$ cat src/rtl/fault_sched_ctrl.sv
// Fault-injection campaign scheduler: queues timed faults, issues them to the
// injector with a req/ack handshake, then requests a state dump at the finish cycle.
module fault_sched_ctrl #(
  parameter int DEPTH = 8,
  parameter int TGT_W = 6,
  parameter int BIT_W = 10
) (
  input  logic             clk,
  input  logic             rst,
  input  logic             cfg_wr_en,
  input  logic [31:0]      cfg_cycle,
  input  logic [TGT_W-1:0] cfg_target,
  input  logic [BIT_W-1:0] cfg_bit,
  output logic             cfg_full,
  input  logic [31:0]      finish_cycle,
  input  logic             dump_en,
  input  logic             start,
  output logic             busy,
  output logic [31:0]      cycle_count,
  output logic             inj_req,
  output logic [TGT_W-1:0] inj_target,
  output logic [BIT_W-1:0] inj_bit,
  input  logic             inj_ack,
  output logic             dump_req,
  input  logic             dump_ack,
  output logic             done,
  output logic             missed
);

  localparam int PTR_W = $clog2(DEPTH);
  localparam int CNT_W = PTR_W + 1;

  typedef enum logic [2:0] {S_IDLE, S_RUN, S_INJ, S_DUMP, S_DONE} state_t;

  state_t             r_state, w_state_nxt;
  logic [31:0]        r_q_cyc [DEPTH];
  logic [TGT_W-1:0]   r_q_tgt [DEPTH];
  logic [BIT_W-1:0]   r_q_bit [DEPTH];
  logic [PTR_W-1:0]   r_wr_ptr, r_rd_ptr;
  logic [CNT_W-1:0]   r_count;
  logic [31:0]        r_cycle_count, r_finish;
  logic               r_dump_en, r_fin_hit, r_missed;
  logic               r_inj_req, r_dump_req;
  logic [TGT_W-1:0]   r_inj_target;
  logic [BIT_W-1:0]   r_inj_bit;

  logic w_empty, w_full, w_busy, w_fin_now, w_push;
  logic w_pop, w_flush, w_issue, w_set_missed, w_start_go, w_fin_set;
  logic [31:0] w_head_cyc;

  function automatic logic [31:0] sat_inc(input logic [31:0] v);
    return (v == 32'hFFFF_FFFF) ? v : v + 32'd1;
  endfunction

  assign w_empty    = (r_count == '0);
  assign w_full     = (r_count == CNT_W'(DEPTH));
  assign w_busy     = (r_state == S_RUN) || (r_state == S_INJ) || (r_state == S_DUMP);
  assign w_fin_now  = (r_cycle_count == r_finish);
  assign w_head_cyc = r_q_cyc[r_rd_ptr];
  assign w_push     = cfg_wr_en && !w_full && !w_flush;

  always_ff @(posedge clk or negedge rst) begin
    if (!rst) r_state <= S_IDLE;
    else      r_state <= w_state_nxt;
  end

  // Finish is made sticky so a burst of missed-entry pops or a handshake
  // spanning the finish cycle cannot skip past it.
  always_comb begin
    w_state_nxt  = r_state;
    w_pop        = 1'b0;
    w_flush      = 1'b0;
    w_issue      = 1'b0;
    w_set_missed = 1'b0;
    w_start_go   = 1'b0;
    w_fin_set    = 1'b0;
    case (r_state)
      S_IDLE, S_DONE: begin
        if (start) begin
          w_start_go  = 1'b1;
          w_state_nxt = S_RUN;
        end
      end
      S_RUN: begin
        w_fin_set = w_fin_now;
        if (!w_empty && (w_head_cyc == r_cycle_count)) begin
          w_issue     = 1'b1;
          w_state_nxt = S_INJ;
        end else if (!w_empty && (w_head_cyc < r_cycle_count)) begin
          w_pop        = 1'b1;
          w_set_missed = 1'b1;
        end else if (w_fin_now || r_fin_hit) begin
          w_state_nxt = r_dump_en ? S_DUMP : S_DONE;
          w_flush     = !r_dump_en;
        end
      end
      S_INJ: begin
        w_fin_set = w_fin_now;
        if (inj_ack) begin
          w_pop = 1'b1;
          if (w_fin_now || r_fin_hit) begin
            w_state_nxt = r_dump_en ? S_DUMP : S_DONE;
            w_flush     = !r_dump_en;
          end else begin
            w_state_nxt = S_RUN;
          end
        end
      end
      S_DUMP: begin
        if (dump_ack) begin
          w_flush     = 1'b1;
          w_state_nxt = S_DONE;
        end
      end
      default: w_state_nxt = S_IDLE;
    endcase
  end

  // Queue control: flush overrides any concurrent push or pop.
  always_ff @(posedge clk or negedge rst) begin
    if (!rst) begin
      r_wr_ptr <= '0;
      r_rd_ptr <= '0;
      r_count  <= '0;
    end else if (w_flush) begin
      r_wr_ptr <= '0;
      r_rd_ptr <= '0;
      r_count  <= '0;
    end else begin
      if (w_push) r_wr_ptr <= r_wr_ptr + PTR_W'(1);
      if (w_pop)  r_rd_ptr <= r_rd_ptr + PTR_W'(1);
      case ({w_push, w_pop})
        2'b10:   r_count <= r_count + CNT_W'(1);
        2'b01:   r_count <= r_count - CNT_W'(1);
        default: r_count <= r_count;
      endcase
    end
  end

  always_ff @(posedge clk) begin
    if (w_push) begin
      r_q_cyc[r_wr_ptr] <= cfg_cycle;
      r_q_tgt[r_wr_ptr] <= cfg_target;
      r_q_bit[r_wr_ptr] <= cfg_bit;
    end
  end

  always_ff @(posedge clk or negedge rst) begin
    if (!rst) begin
      r_cycle_count <= '0;
      r_finish      <= '0;
      r_dump_en     <= 1'b0;
      r_fin_hit     <= 1'b0;
      r_missed      <= 1'b0;
      r_inj_req     <= 1'b0;
      r_dump_req    <= 1'b0;
      r_inj_target  <= '0;
      r_inj_bit     <= '0;
    end else begin
      r_inj_req  <= (w_state_nxt == S_INJ);
      r_dump_req <= (w_state_nxt == S_DUMP);
      if (w_issue) begin
        r_inj_target <= r_q_tgt[r_rd_ptr];
        r_inj_bit    <= r_q_bit[r_rd_ptr];
      end
      if (w_start_go) begin
        r_finish      <= finish_cycle;
        r_dump_en     <= dump_en;
        r_cycle_count <= '0;
        r_missed      <= 1'b0;
        r_fin_hit     <= 1'b0;
      end else begin
        if (w_busy)       r_cycle_count <= sat_inc(r_cycle_count);
        if (w_set_missed) r_missed      <= 1'b1;
        if (w_fin_set)    r_fin_hit     <= 1'b1;
      end
    end
  end

  assign cfg_full    = w_full;
  assign busy        = w_busy;
  assign done        = (r_state == S_DONE);
  assign cycle_count = r_cycle_count;
  assign inj_req     = r_inj_req;
  assign inj_target  = r_inj_target;
  assign inj_bit     = r_inj_bit;
  assign dump_req    = r_dump_req;
  assign missed      = r_missed;

endmodule

$ cat config.mk
export PLATFORM = sky130hd
export DESIGN_NAME = fault_sched_ctrl
export DESIGN_NICKNAME = d
export VERILOG_FILES = /design/src/rtl/fault_sched_ctrl.sv
export SDC_FILE = /design/constraint.sdc
export NUM_CORES = 1
export LEC_CHECK = 0
export ABC_AREA = 0
export BUFFER_PORTS_ARGS = -buffer_cell sky130_fd_sc_hd__buf_2
export CAP_MARGIN = 5
export CORE_ASPECT_RATIO = 0.75
export CORE_MARGIN = 5
export CORE_UTILIZATION = 35
export DETAILED_ROUTE_END_ITERATION = 10
export PLACE_DENSITY = 0.61
export SYNTH_ARGS = -nofsm -noshare
export SYNTH_HDL_FRONTEND = slang
export SYNTH_SLANG_ARGS = --single-unit
$ cat constraint.sdc
create_clock -name clk -period 20.8 [get_ports clk]
set_clock_uncertainty 0.1 [all_clocks]
set_input_delay 3.12 -clock clk [delete_from_list [all_inputs] [get_ports clk]]
set_output_delay 3.12 -clock clk [all_outputs]
set_load 0.005 [all_outputs]
**Word level (Yosys, flattened, before mapping)**

Memories as Yosys holds them, arrays and structs flattened. A register that Yosys moved wholly into a read port is not among the register bits.
Index checks and enable logic that the tools add are counted.

- $add $sub $neg: 5
- Multipliers: 0
- Div/mod/pow operators: 0
- $lt $le $gt $ge: 1
- Equality and inequality tests: 13
- Shift operators: 0
- Muxes and demuxes: 40
- Bitwise logic cells: 0
- Reduce and logical (&&, ||, !) cells: 24

Operators by type and width:

| cell | count |
|---|---|
| 32-bit 2-to-1 mux | 3 |
| 32-bit == test | 2 |
| 3-bit 2-to-1 mux | 12 |
| 32-bit by 1-bit adder with 32-bit output (second input constant) | 1 |
| 32-bit == test (second input constant) | 1 |
| 32-bit less-than comparator | 1 |
| 1-bit 2-to-1 mux | 20 |
| 3-bit by 2-bit == test with 1-bit output (second input constant) | 4 |
| 3-bit one-hot mux with 4 select lines | 1 |
| 2-bit nonzero test | 5 |
| 4-bit one-hot mux with 2 select lines | 1 |
| 3-bit by 1-bit adder with 3-bit output (second input constant) | 2 |
| 1-bit zero test | 6 |
| 4-bit by 1-bit adder with 4-bit output (second input constant) | 1 |
| 4-bit == test (second input constant) | 1 |
| 1-bit logical AND | 4 |
| 4-bit zero test | 1 |
| 4-bit 2-to-1 mux | 1 |
| 2-bit OR reduction | 2 |
| 4-bit by 1-bit subtractor with 4-bit output (second input constant) | 1 |
| 3-bit by 1-bit == test with 1-bit output (second input constant) | 1 |
| 3-bit == test (second input constant) | 1 |
| 3-bit zero test | 1 |
| 1-bit logical OR | 3 |
| other kinds (7) | 7 |

- Flip-flop bits (word level): 82
- Bits in latches: 0
- Bits in writable memories: 384
- Bits in read-only memories: 0
- Input port bits: 87
- Word-level logic and storage cells: 97
- Memories: 3

Memory list:

| name | depth | bits a word | read ports | clocked after memory_dff | wr ports | line | text |
|---|---|---|---|---|---|---|---|
| r_q_cyc | 8 | 32 | 1 | 0 | 1 | 36 | `logic [31:0] r_q_cyc [DEPTH];` |
| r_q_bit | 8 | 10 | 1 | 1 | 1 | 38 | `logic [BIT_W-1:0] r_q_bit [DEPTH];` |
| r_q_tgt | 8 | 6 | 1 | 1 | 1 | 37 | `logic [TGT_W-1:0] r_q_tgt [DEPTH];` |

**Depth between registers and ports, before layout**

Gate-level depths: netlist of the first run.

- Word-level depth: 11
- Gate-level depth with buffers: 17
- Mapped depth without buffers: 14

**Least setup slack after synthesis of the first run**

OpenSTA, ideal clock, no wires.

- Path type: flip-flop to flip-flop
- Start point: reg r_rd_ptr[0]
- End point: mem r_q_bit[0][0], enable pin
- Setup time: 0.573 ns
- Data arrival time: 8.415 ns
- Data required time: 20.127 ns
- Path slack: 11.713 ns
- Stages on the path, launching flop included: 14
- Path buffers: 3
- Clock period less this slack: 9.087 ns
- Cells stage by stage: dfrtp_1 > clkbuf_1 > buf_1 > buf_2 > mux4_2 > mux2_2 > ha_1 > a21oi_2 > nand2_1 > a221o_1 > o31ai_1 > a2111o_1 > nand2_1 > nor4_1

- Longest elaborated chain between the ends: 10
- Elaborated cells on any way between the ends: 12
- Those cells by class: order compare (1); eq/ne (1); mux (5); reduce/logical (4); memory (1)

RTL lines:

| element | line | text |
|---|---|---|
| start: declaration | 39 | `logic [PTR_W-1:0] r_wr_ptr, r_rd_ptr;` |
| start signal: assignment | 131 | `if (w_pop) r_rd_ptr <= r_rd_ptr + PTR_W'(1);` |
| memory read 8 x 32 bit * | - |  |
| 32-bit less-than comparator | 89 | `end else if (!w_empty && (w_head_cyc < r_cycle_count)) begin` |
| 1-bit logical AND | 89 |  |
| 1-bit 2-to-1 mux | 89 |  |
| 1-bit 2-to-1 mux * | 86 | `if (!w_empty && (w_head_cyc == r_cycle_count)) begin` |
| 1-bit one-hot mux with 3 select lines * | 77 | `case (r_state)` |
| 1-bit zero test * | 60 | `assign w_push = cfg_wr_en && !w_full && !w_flush;` |
| 1-bit logical AND * | 60 |  |
| 1-bit 2-to-1 mux * | 141 | `if (w_push) begin` |
| 1-bit 2-to-1 mux (implied by the code) * | 144 | `r_q_bit[r_wr_ptr] <= cfg_bit;` |
| end: declaration | 38 |  |

Mark *: on every way between the ends. The rest lies on a longest branch, timed or not.

**Final worst setup path of the first run**

- Start point: reg r_rd_ptr[0]
- End point: mem r_q_bit[6][1], enable pin

Same word-level chain as after synthesis.

==> impl_metrics.env, run 1 <==
export IMPL_tightest_slew_ns=0.9501
export IMPL_num_vias=10860
export IMPL_p_leak_uw=0.008377
export IMPL_power_uw=3093
export IMPL_max_freq_ghz=0.1447
export IMPL_clkSinkCount=482
export IMPL_drt_total_wl_um=45880
export IMPL_drc=0
export IMPL_rows=76
export IMPL_dr_pass1_iters=5
export IMPL_holdWs_ns=0.3977
export IMPL_synthFlopType="edfxtp_1"
export IMPL_cts_clk_slew_worst_paths_ns=0.06
export IMPL_routedWlPerCell_um=21.40
export IMPL_seqPwrFrac_pct=42.3
export IMPL_gr_total_overflow=0
export IMPL_track_usage_pct=14.69
export IMPL_pin_count=141
export IMPL_finalCriticalPeriod_ns=6.912
export IMPL_setup_slack_ns=13.89
export IMPL_cts_htree_levels=2
export IMPL_swShare_pct=29.23
export IMPL_utilization_pct=40.99
export IMPL_report_final_slew_viol_count=0
export IMPL_dp_hpwl_um=28600
export IMPL_cap_violations=0
export IMPL_hold_violations=0
export IMPL_pwr_share_comb_pct=27.5
export IMPL_start_kind="flip-flop"
export IMPL_nNetsFinal=1485
export IMPL_grt_pass1_vias=11320
export IMPL_synth_area_mm2=0.02004
export IMPL_intPower_uw=2189
export IMPL_yosysMostFrequentCell="edfxtp_1"
export IMPL_placeableCoreArea_mm2=0.05705
export IMPL_drt_initial_drc_count=743
export IMPL_ant_nets=0
export IMPL_grt_start_max_net_pins=61
export IMPL_synth_top_area_share_pct=57.53
export IMPL_syn_to_final_growth_pct=16.68
export IMPL_power_switching_uw=903.9
export IMPL_p_per_area_mw_per_mm2=132.2
export IMPL_die_area_mm2=0.06221
export IMPL_outcome="finished, final reports clean"
export IMPL_rsz0062_at_grt="false"
export IMPL_critPathKind="reg2reg"
export IMPL_cts_tree="built"
export IMPL_antenna_found_initial=14
export IMPL_critPathCaptureType="flip-flop"
export IMPL_cts_resized=0
export IMPL_ys_async_sr_fraction_pct=20.33
export IMPL_yosys_warnings=0
export IMPL_syn_mean_instance_area_um2=16.63
export IMPL_initial_core_util_pct=35.13
export IMPL_p_clk_share_pct=30.2
export IMPL_crit_fanout=39
export IMPL_finalSetupViolations=0
export IMPL_ys_top_cells_by_count="edfxtp_1, nand2_1, dfrtp_1, mux4_2, nor2_1"
export IMPL_vdd_ir_drop_worst_uv=76.73
export IMPL_max_clock_path_buffers=3
export IMPL_yosys_top_cells_area="edfxtp_1, dfrtp_1, mux4_2"
export IMPL_dpl_worst_slack_ns=13.77
export IMPL_rr_endpoint="r_q_bit[6][1]"
export IMPL_cp_arrival_ns=7.01
export IMPL_synth_cells=1205
export IMPL_hold_class="reg2reg"
export IMPL_max_slew_margin_pct=36.66
export IMPL_yosys_area_top_type="edfxtp_1"
export IMPL_die_height_um=217.3
export IMPL_grt_first_pass_wirelength_um=70270
export IMPL_syn_nets=1329
export IMPL_clockRootBuffer="clkbuf_16"
export IMPL_gp_congestion=0.8035
export IMPL_synth_seq_cells=482
export IMPL_cp_endpoint="r_q_bit[6][1]"
export IMPL_numCtsBuffers=48
export IMPL_rr_worst_depth=12
export IMPL_portBuffers=140
export IMPL_synth_enable_flop_cells=384
export IMPL_drive_gt1_share_pct=27.66
export IMPL_dieWidth_um=286.3
export IMPL_tns_ns=0
export IMPL_clk_latency_ns=0.58
export IMPL_critPathLaunch="r_rd_ptr[0]"
export IMPL_postCtsHoldBufs=0
export IMPL_synth_cell_types=57
export IMPL_ff2ff_setup_slack_ns=13.89
export IMPL_yosysSeqAreaShare_pct=69.76
export IMPL_cp_required_ns=20.90
export IMPL_rr_startpoint="r_rd_ptr[0]"
export IMPL_post_cts_setup_buffers=0
export IMPL_fin_crit_sh_pct=33.23
export IMPL_vias_per_cell=5.065
how the worst min path moves through the flow:
stage / start / to / slack [ns] / cells after the start
2_1_floorplan: r_finish[29] / r_finish[29] / 0.37 / 2
5_1_grt: r_finish[12] / r_finish[12] / 0.43 / 2
4_1_cts: r_finish[1] / r_finish[1] / 0.40 / 2
3_5_place_dp: r_finish[27] / r_finish[27] / 0.38 / 2
3_3_place_gp: r_finish[22] / r_finish[22] / 0.38 / 2
6_report: r_finish[12] / r_finish[12] / 0.40 / 2
stage by stage:
stage          cell area, um2  instances
2_1_floorplan           20040       1205
4_1_cts                 23380       2140
6_report                23390       2144
5_1_grt                 23380       2142
3_3_place_gp            21650       2052
3_5_place_dp            21650       2052
final cells by class:
| cell class | instances | area [um2] |
|---|---|---|
| tap | 741 | 927.1 |
| clock buffer | 61 | 1323 |
| sequential | 482 | 13990 |
| timing repair buffer | 158 | 838.3 |
| antenna | 4 | 10.01 |
| clock inverter | 27 | 400.4 |
| fill | 5170 | 33670 |
| multi-input combinational | 632 | 5751 |
| inverter | 39 | 146.4 |
power groups by stage:
stage          Clock (uW)  Combinational [uW]  Sequential (uW)
6_report              933                 850             1310
5_1_grt               996                 940             1330
4_1_cts               956                 869             1310
3_5_place_dp            0                 864             1330
3_3_place_gp            0                 854             1330
2_1_floorplan           0                 662             1280
layer usage:
layer  GRT usage [%]  vias to the layer above  wire length, um
met3           3.801                       73             2444
met4           3.150                       16              879
li1                -                     4936                -
met1           20.48                     5599            20710
met2           23.53                      236            21760
met5               0                        -               90
placed cells by master, fill, tap and decap left out, types with 3 or more instances in the layout:
cell,netlist,final
a21oi_1,36,36
a31oi_1,7,7
and2_1,4,3
and3_1,3,3
and4_1,5,5
buf_2,4,139
buf_4,0,19
bufinv_16,0,10
clkbuf_1,37,8
clkbuf_16,0,50
clkbuf_8,0,3
clkinv_1,0,6
clkinv_2,0,5
clkinvlp_4,0,3
dfrtp_1,98,95
diode_2,0,4
edfxtp_1,384,384
ha_1,37,37
inv_1,39,39
mux2_2,33,33
mux2i_1,22,22
mux4_2,96,96
nand2_1,131,131
nand2b_1,5,5
nand3_1,18,18
nand4_1,20,20
nor2_1,63,63
nor3_1,22,16
nor3_2,0,6
nor4_1,16,14
o211ai_1,3,3
o21ai_0,10,10
or3_1,3,3
xnor2_1,60,60
registers in the layout (all words and copies together), names as in the netlist:
| signal | flops |
|---|---|
| r_state | 3 |
| r_fin_hit | 1 |
| r_q_tgt | 48 |
| missed | 1 |
| r_count | 4 |
| inj_req | 1 |
| r_wr_ptr | 3 |
| r_finish | 32 |
| inj_target | 6 |
| r_rd_ptr | 3 |
| cycle_count | 32 |
| r_q_cyc | 256 |
| inj_bit | 10 |
| r_dump_en | 1 |
| dump_req | 1 |
| r_q_bit | 80 |
worst max-delay path, stage by stage, from the launching register on:
cell	delay (ns)
dfrtp_4	0.84
buf_4	0.69
mux4_2	0.59
mux2_2	0.28
ha_1	0.28
a21oi_1	0.14
o21ai_0	0.13
a221o_1	0.38
o31ai_1	0.62
a2111o_1	0.33
nand2_1	0.44
nor3_2	0.91
buf_4	0.70
logic make-up (layout without fill, tap and decap cells):
family | Yosys count | in the layout | synth area share, %
AOI/OAI and AO/OA | 76 | 76 | 2.447
xor gates and xnor gates | 63 | 63 | 2.821
adders and majority gates | 37 | 37 | 2.310
buffers and inverters | 91 | 285 | 1.767
DFF | 482 | 482 | 69.76
muxes | 151 | 151 | 13.74
other | 0 | 4 | 0
and+or+nand+nor | 305 | 305 | 7.154
Note: power is estimated with default switching activity, not from simulation.
==> run 2: changes to the inputs <==
Settings changed: PLACE_DENSITY 0.61 to 0.63.
Clock period 20.8 ns to 6.2 ns, I/O delays scaled along.
==> run 2 against run 1 <==
Against the previous run:
- cell count up 0.42%
- count of clock-buffer cells in the layout fell by 1
- global-route usage about the same
- critical path type unchanged
- maximum frequency increased by 22%
- wire length shrank 0.28%
- combinational power grew to 3.6 times the previous value
- via count grew 0.57%
- sequential share of layout area shrank 0.32 points
- power grew to 3.3 times the previous value
- non-clock buffer count is 10 higher
- sequential cell count unchanged
==> impl_metrics.env, run 2 (synthesis results as in run 1) <==
export IMPL_outcome="finished, final reports clean"
export IMPL_nNetsFinal=1496
export IMPL_intPower_uw=7171
export IMPL_drt_initial_drc_count=838
export IMPL_report_final_slew_viol_count=0
export IMPL_die_area_mm2=0.06221
export IMPL_grt_first_pass_wirelength_um=70190
export IMPL_p_clk_share_pct=28.1
export IMPL_multi_input_area_mm2=0.005806
export IMPL_drc=0
export IMPL_crit_fanout=32
export IMPL_holdWs_ns=0.2407
export IMPL_clockRootBuffer="clkbuf_16"
export IMPL_rsz0062_at_grt="false"
export IMPL_rr_endpoint="r_q_cyc[3][1]"
export IMPL_final_common_cell="edfxtp_1"
export IMPL_dieWidth_um=286.3
export IMPL_cp_endpoint="r_q_cyc[3][1]"
export IMPL_critPathMostFrequentCell="buf_12"
export IMPL_antenna_found_initial=9
export IMPL_placeableCoreArea_mm2=0.05705
export IMPL_num_vias=10920
export IMPL_clk_latency_ns=0.59
export IMPL_tightest_slew_ns=1.025
export IMPL_p_leak_uw=0.008419
export IMPL_seqPwrFrac_pct=42.4
export IMPL_pwr_share_comb_pct=29.5
export IMPL_final_cell_mix="edfxtp_1, buf_2, nand2_1"
export IMPL_gp_congestion=0.7907
export IMPL_ff2ff_setup_slack_ns=0.53
export IMPL_drive_gt1_share_pct=28.28
export IMPL_numCtsBuffers=49
export IMPL_ant_nets=0
export IMPL_power_switching_uw=3134
export IMPL_cp_slowest_cell="nor3_4"
export IMPL_critPathCaptureType="flip-flop"
export IMPL_fin_cells=2153
export IMPL_vias_per_cell=5.073
export IMPL_cp_arrival_ns=5.82
export IMPL_swShare_pct=30.41
export IMPL_dpl_worst_slack_ns=0.4832
export IMPL_vdd_ir_drop_worst_uv=217.0
export IMPL_hold_class="in2async"
export IMPL_pin_count=141
export IMPL_clkSinkCount=482
export IMPL_num_fill_cells=5096
export IMPL_critPathBufInv=3
export IMPL_finalCriticalPeriod_ns=5.667
export IMPL_hold_violations=0
export IMPL_start_kind="flip-flop"
export IMPL_finalSetupViolations=0
export IMPL_track_usage_pct=14.71
export IMPL_syn_to_final_growth_pct=17.30
export IMPL_dr_pass1_iters=5
export IMPL_cts_htree_levels=2
export IMPL_max_freq_ghz=0.1765
export IMPL_largest_register_ff_count=256
export IMPL_utilization_pct=41.21
export IMPL_cap_violations=0
export IMPL_rows=76
export IMPL_regMostFlops="r_q_cyc"
export IMPL_grt_start_max_net_pins=58
export IMPL_grt_pass1_vias=11400
export IMPL_die_height_um=217.3
export IMPL_dpl_cell_count=2062
export IMPL_rr_startpoint="r_rd_ptr[0]"
export IMPL_cp_depth=13
export IMPL_portBuffers=140
export IMPL_critPathKind="reg2reg"
export IMPL_setup_slack_ns=0.5329
export IMPL_max_clock_path_buffers=3
export IMPL_cts_clk_slew_worst_paths_ns=0.06
export IMPL_cts_resized=0
export IMPL_fin_crit_sh_pct=91.41
export IMPL_path_cells="buf_12, buf_4, mux4_2, mux2_2, ha_1, nor2b_1, o211ai_1, a21boi_1, o31ai_1, a2111o_1, nand2_1, nor3_4, buf_12"
export IMPL_dp_hpwl_um=29280
export IMPL_top_regs="r_q_cyc: 256 flops, r_q_bit: 80 flops, r_q_tgt: 48 flops"
export IMPL_rr_worst_depth=13
export IMPL_postCtsHoldBufs=0
export IMPL_p_per_area_mw_per_mm2=438.3
export IMPL_drt_total_wl_um=45750
export IMPL_cp_top_family="simple AND/OR/NAND/NOR gates"
export IMPL_cp_required_ns=6.35
export IMPL_critPathLaunch="r_rd_ptr[0]"
export IMPL_slowest_delay_ns=0.96
export IMPL_routedWlPerCell_um=21.25
export IMPL_cts_tree="built"
export IMPL_gr_total_overflow=0
export IMPL_max_slew_margin_pct=31.44
export IMPL_initial_core_util_pct=35.13
export IMPL_seqCellArea_mm2=0.01399
export IMPL_post_cts_setup_buffers=0
run 2: changes by cell type in the layout (fill, tap and decap cells not counted), moves of 3 or more:
cell       previous run  this run
buf_12                0        12
diode_2               4         1
nor3_4                0         6
bufinv_16            10         4
nor3_2                6         0
clkinv_2              5        14
run 2: power groups by stage:
| stage | registers (uW) | clock network (uW) | logic, uW |
|---|---|---|---|
| floorplan | 4270 | 0 | 2230 |
| global placement | 4420 | 0 | 3050 |
| detailed placement | 4440 | 0 | 3090 |
| CTS | 4380 | 2970 | 3110 |
| global route | 4420 | 3110 | 3350 |
| finish | 4370 | 2900 | 3040 |
run 2: final cells by class:
cell class,count,area share (%)
sequential,482,59.51
multi-input combinational,632,24.69
clock buffer,60,5.519
timing repair buffer,168,4.523
tap,741,3.943
clock inverter,30,1.176
inverter,39,0.6226
antenna,1,0.01064
run 2: worst min-delay path by stage:
stage          slack (ns)              end  depth (start not counted)
2_1_floorplan        0.37     r_finish[29]                          2
3_3_place_gp         0.38     r_finish[16]                          2
3_5_place_dp         0.38      r_finish[5]                          2
4_1_cts              0.23  cycle_count[11]                          1
5_1_grt              0.26     r_finish[12]                          1
6_report             0.24     r_finish[12]                          1
run 2: layer usage:
metal / routed length [um] / track usage [%] / vias to the layer above / share of wire (%)
met2: 21470 / 23.44 / 229 / 47
met4: 987 / 3.941 / 16 / 2.2
li1: - / - / 4980 / -
met5: 107 / 0 / - / 0.23
met1: 20790 / 20.41 / 5617 / 45
met3: 2401 / 3.602 / 80 / 5.2
run 2: per-stage QoR:
stage / power (uW) / TNS [ns] / cell area [um2]
CTS: 10460 / 0 / 23510
finish: 10300 / 0 / 23510
global route: 10870 / 0 / 23510
global placement: 7474 / 0 / 21930
floorplan: 6501 / -149.02 / 20090
detailed placement: 7529 / 0 / 21930
==> run 3: changes to the inputs <==
Settings changed: CAP_MARGIN 5 to not set, CTS_BUF_LIST set to sky130_fd_sc_hd__clkbuf_4 sky130_fd_sc_hd__clkbuf_8 sky130_fd_sc_hd__clkbuf_16, PLACE_DENSITY 0.63 to 0.61.
==> run 3 against run 2 <==
Against the previous run:
- register-to-register slack gained 0.39 ns
- sequential power grew 0.9%
- combinational power shrank 4%
- cell count grew 0.23%
- global-route usage grew 0.069 points
- first-iteration DRC count shrank 19%
- largest cell class unchanged
- final area is essentially flat
- die area is the same
- count of clock-buffer cells in the layout grew 2
- maximum frequency grew 7.4%
- hold slack lost 0.059 ns
- power shrank 0.51%
- largest power group unchanged
==> impl_metrics.env, run 3 (synthesis results as in run 1) <==
export IMPL_placed_area_mm2=0.02189
export IMPL_p_leak_uw=0.008425
export IMPL_hold_class="in2async"
export IMPL_pwr_share_comb_pct=28.6
export IMPL_report_final_slew_viol_count=0
export IMPL_crit_fanout=51
export IMPL_cap_violations=0
export IMPL_nNetsFinal=1498
export IMPL_routedWlPerCell_um=21.14
export IMPL_ant_nets=0
export IMPL_gr_total_overflow=0
export IMPL_track_usage_pct=14.78
export IMPL_die_height_um=217.3
export IMPL_seqPwrFrac_pct=43.0
export IMPL_max_clock_path_buffers=3
export IMPL_power_switching_uw=3100
export IMPL_cts_htree_levels=2
export IMPL_cts_clk_slew_worst_paths_ns=0.06
export IMPL_top_usage_layer="met2"
export IMPL_final_cell_mix="edfxtp_1, buf_2, nand2_1"
export IMPL_dp_hpwl_um=29660
export IMPL_die_area_mm2=0.06221
export IMPL_drive_gt1_share_pct=28.41
export IMPL_cts_tree="built"
export IMPL_final_area_mm2=0.02350
export IMPL_grtUsageMet3_pct=3.225
export IMPL_met2_usage_pct=23.71
export IMPL_rows=76
export IMPL_placeableCoreArea_mm2=0.05705
export IMPL_rsz0062_at_grt="false"
export IMPL_clockRootBuffer="clkbuf_16"
export IMPL_grt_pass1_vias=11480
export IMPL_finalSetupViolations=0
export IMPL_finalCriticalPeriod_ns=5.275
export IMPL_clkSinkCount=482
export IMPL_holdWs_ns=0.1822
export IMPL_start_kind="flip-flop"
export IMPL_top_regs="r_q_cyc: 256 flops, r_q_bit: 80 flops, r_q_tgt: 48 flops"
export IMPL_final_common_cell="edfxtp_1"
export IMPL_dr_pass1_iters=5
export IMPL_largest_register_ff_count=256
export IMPL_critPathCaptureType="flip-flop"
export IMPL_clk_latency_ns=0.59
export IMPL_gp_congestion=0.8336
export IMPL_post_cts_setup_buffers=0
export IMPL_p_per_area_mw_per_mm2=436.4
export IMPL_drt_initial_drc_count=680
export IMPL_tightest_slew_ns=0.9281
export IMPL_grt_start_max_net_pins=70
export IMPL_vdd_ir_drop_worst_uv=242.1
export IMPL_cp_required_ns=6.35
export IMPL_p_clk_share_pct=28.4
export IMPL_max_freq_ghz=0.1896
export IMPL_intPower_uw=7152
export IMPL_dieWidth_um=286.3
export IMPL_hold_violations=0
export IMPL_tns_ns=0
export IMPL_drc=0
export IMPL_syn_to_final_growth_pct=17.22
export IMPL_cts_resized=0
export IMPL_postCtsHoldBufs=0
export IMPL_numCtsBuffers=50
export IMPL_vias_per_cell=5.077
export IMPL_cp_arrival_ns=5.43
export IMPL_grt_first_pass_wirelength_um=70800
export IMPL_critPathKind="reg2reg"
export IMPL_antenna_found_initial=9
export IMPL_outcome="finished, final reports clean"
export IMPL_swShare_pct=30.24
export IMPL_portBuffers=140
export IMPL_num_vias=10960
export IMPL_max_slew_margin_pct=38.13
export IMPL_regMostFlops="r_q_cyc"
export IMPL_fin_crit_sh_pct=85.08
export IMPL_grtUsageMet1_pct=20.41
export IMPL_drt_total_wl_um=45610
export IMPL_pin_count=141
export IMPL_ff2ff_setup_slack_ns=0.93
export IMPL_initial_core_util_pct=35.13
## run 3: cell types whose count changed in the layout (fill, tap and decap cells not counted), moves of 3 or more
| cell | delta |
|---|---|
| clkbuf_4 | +11 |
| clkbuf_8 | -3 |
| clkinv_1 | +9 |
| clkbuf_1 | -8 |
| buf_4 | +5 |
| buf_12 | -4 |
| clkinv_2 | -6 |
## run 3: cell type report
type	instances	area, um2
antenna	2	5.005
clock buffer	62	1359
clock inverter	31	239.0
fill	5080	33560
inverter	39	146.4
multi-input combinational	632	5806
sequential	482	13990
tap	741	927.1
timing repair buffer	169	1021
## run 3: routing by layer
metal,vias to the layer above,share of wire (%),wire length (um)
met2,229,48,21750
met4,10,2.3,1035
met5,-,0.13,61
met3,78,5.1,2329
met1,5675,45,20430
li1,4964,-,-
## run 3: power by group through the flow
stage	combinational [uW]	clock [uW]	sequential, uW
detailed placement	2980	0	4490
CTS	3000	2980	4420
global route	3250	3130	4470
global placement	2930	0	4470
floorplan	2230	0	4270
finish	2930	2910	4410
## run 3: metrics by stage
stage / util, % / cells / power, uW / worst slack, ns
6_report: 41.18 / 2158 / 10250 / 0.9250
5_1_grt: 41.17 / 2156 / 10850 / 0.5390
4_1_cts: 41.17 / 2156 / 10400 / 0.8103
3_5_place_dp: 38.37 / 2063 / 7468 / 0.8399
3_3_place_gp: 38.37 / 2063 / 7401 / 0.9178
2_1_floorplan: - / 1205 / 6501 / -0.9392
## run 3: worst paths after layout
path	start	end	cells past startpoint
hold reg to reg	r_finish[12]	r_finish[12]	2
hold / removal	rst	inj_req	1
max in group asynchronous	rst	r_rd_ptr[0]	2
setup reg to reg	r_rd_ptr[0]	r_q_cyc[7][26]	13
setup / recovery	r_rd_ptr[0]	r_q_cyc[7][26]	13
min in group clk	r_finish[12]	r_finish[12]	2
## run 3: critical path, stage by stage, from the launching register on
cell and delay, ns:
dfrtp_4 0.71, buf_12 0.41, mux4_2 0.56, mux2_2 0.28
ha_1 0.31, and4_1 0.25, nand4_1 0.21, and4bb_2 0.38
nand2b_4 0.15, a2111o_1 0.19, nand2_1 0.39, buf_4 0.33
nor3_4 0.25, buf_12 0.27
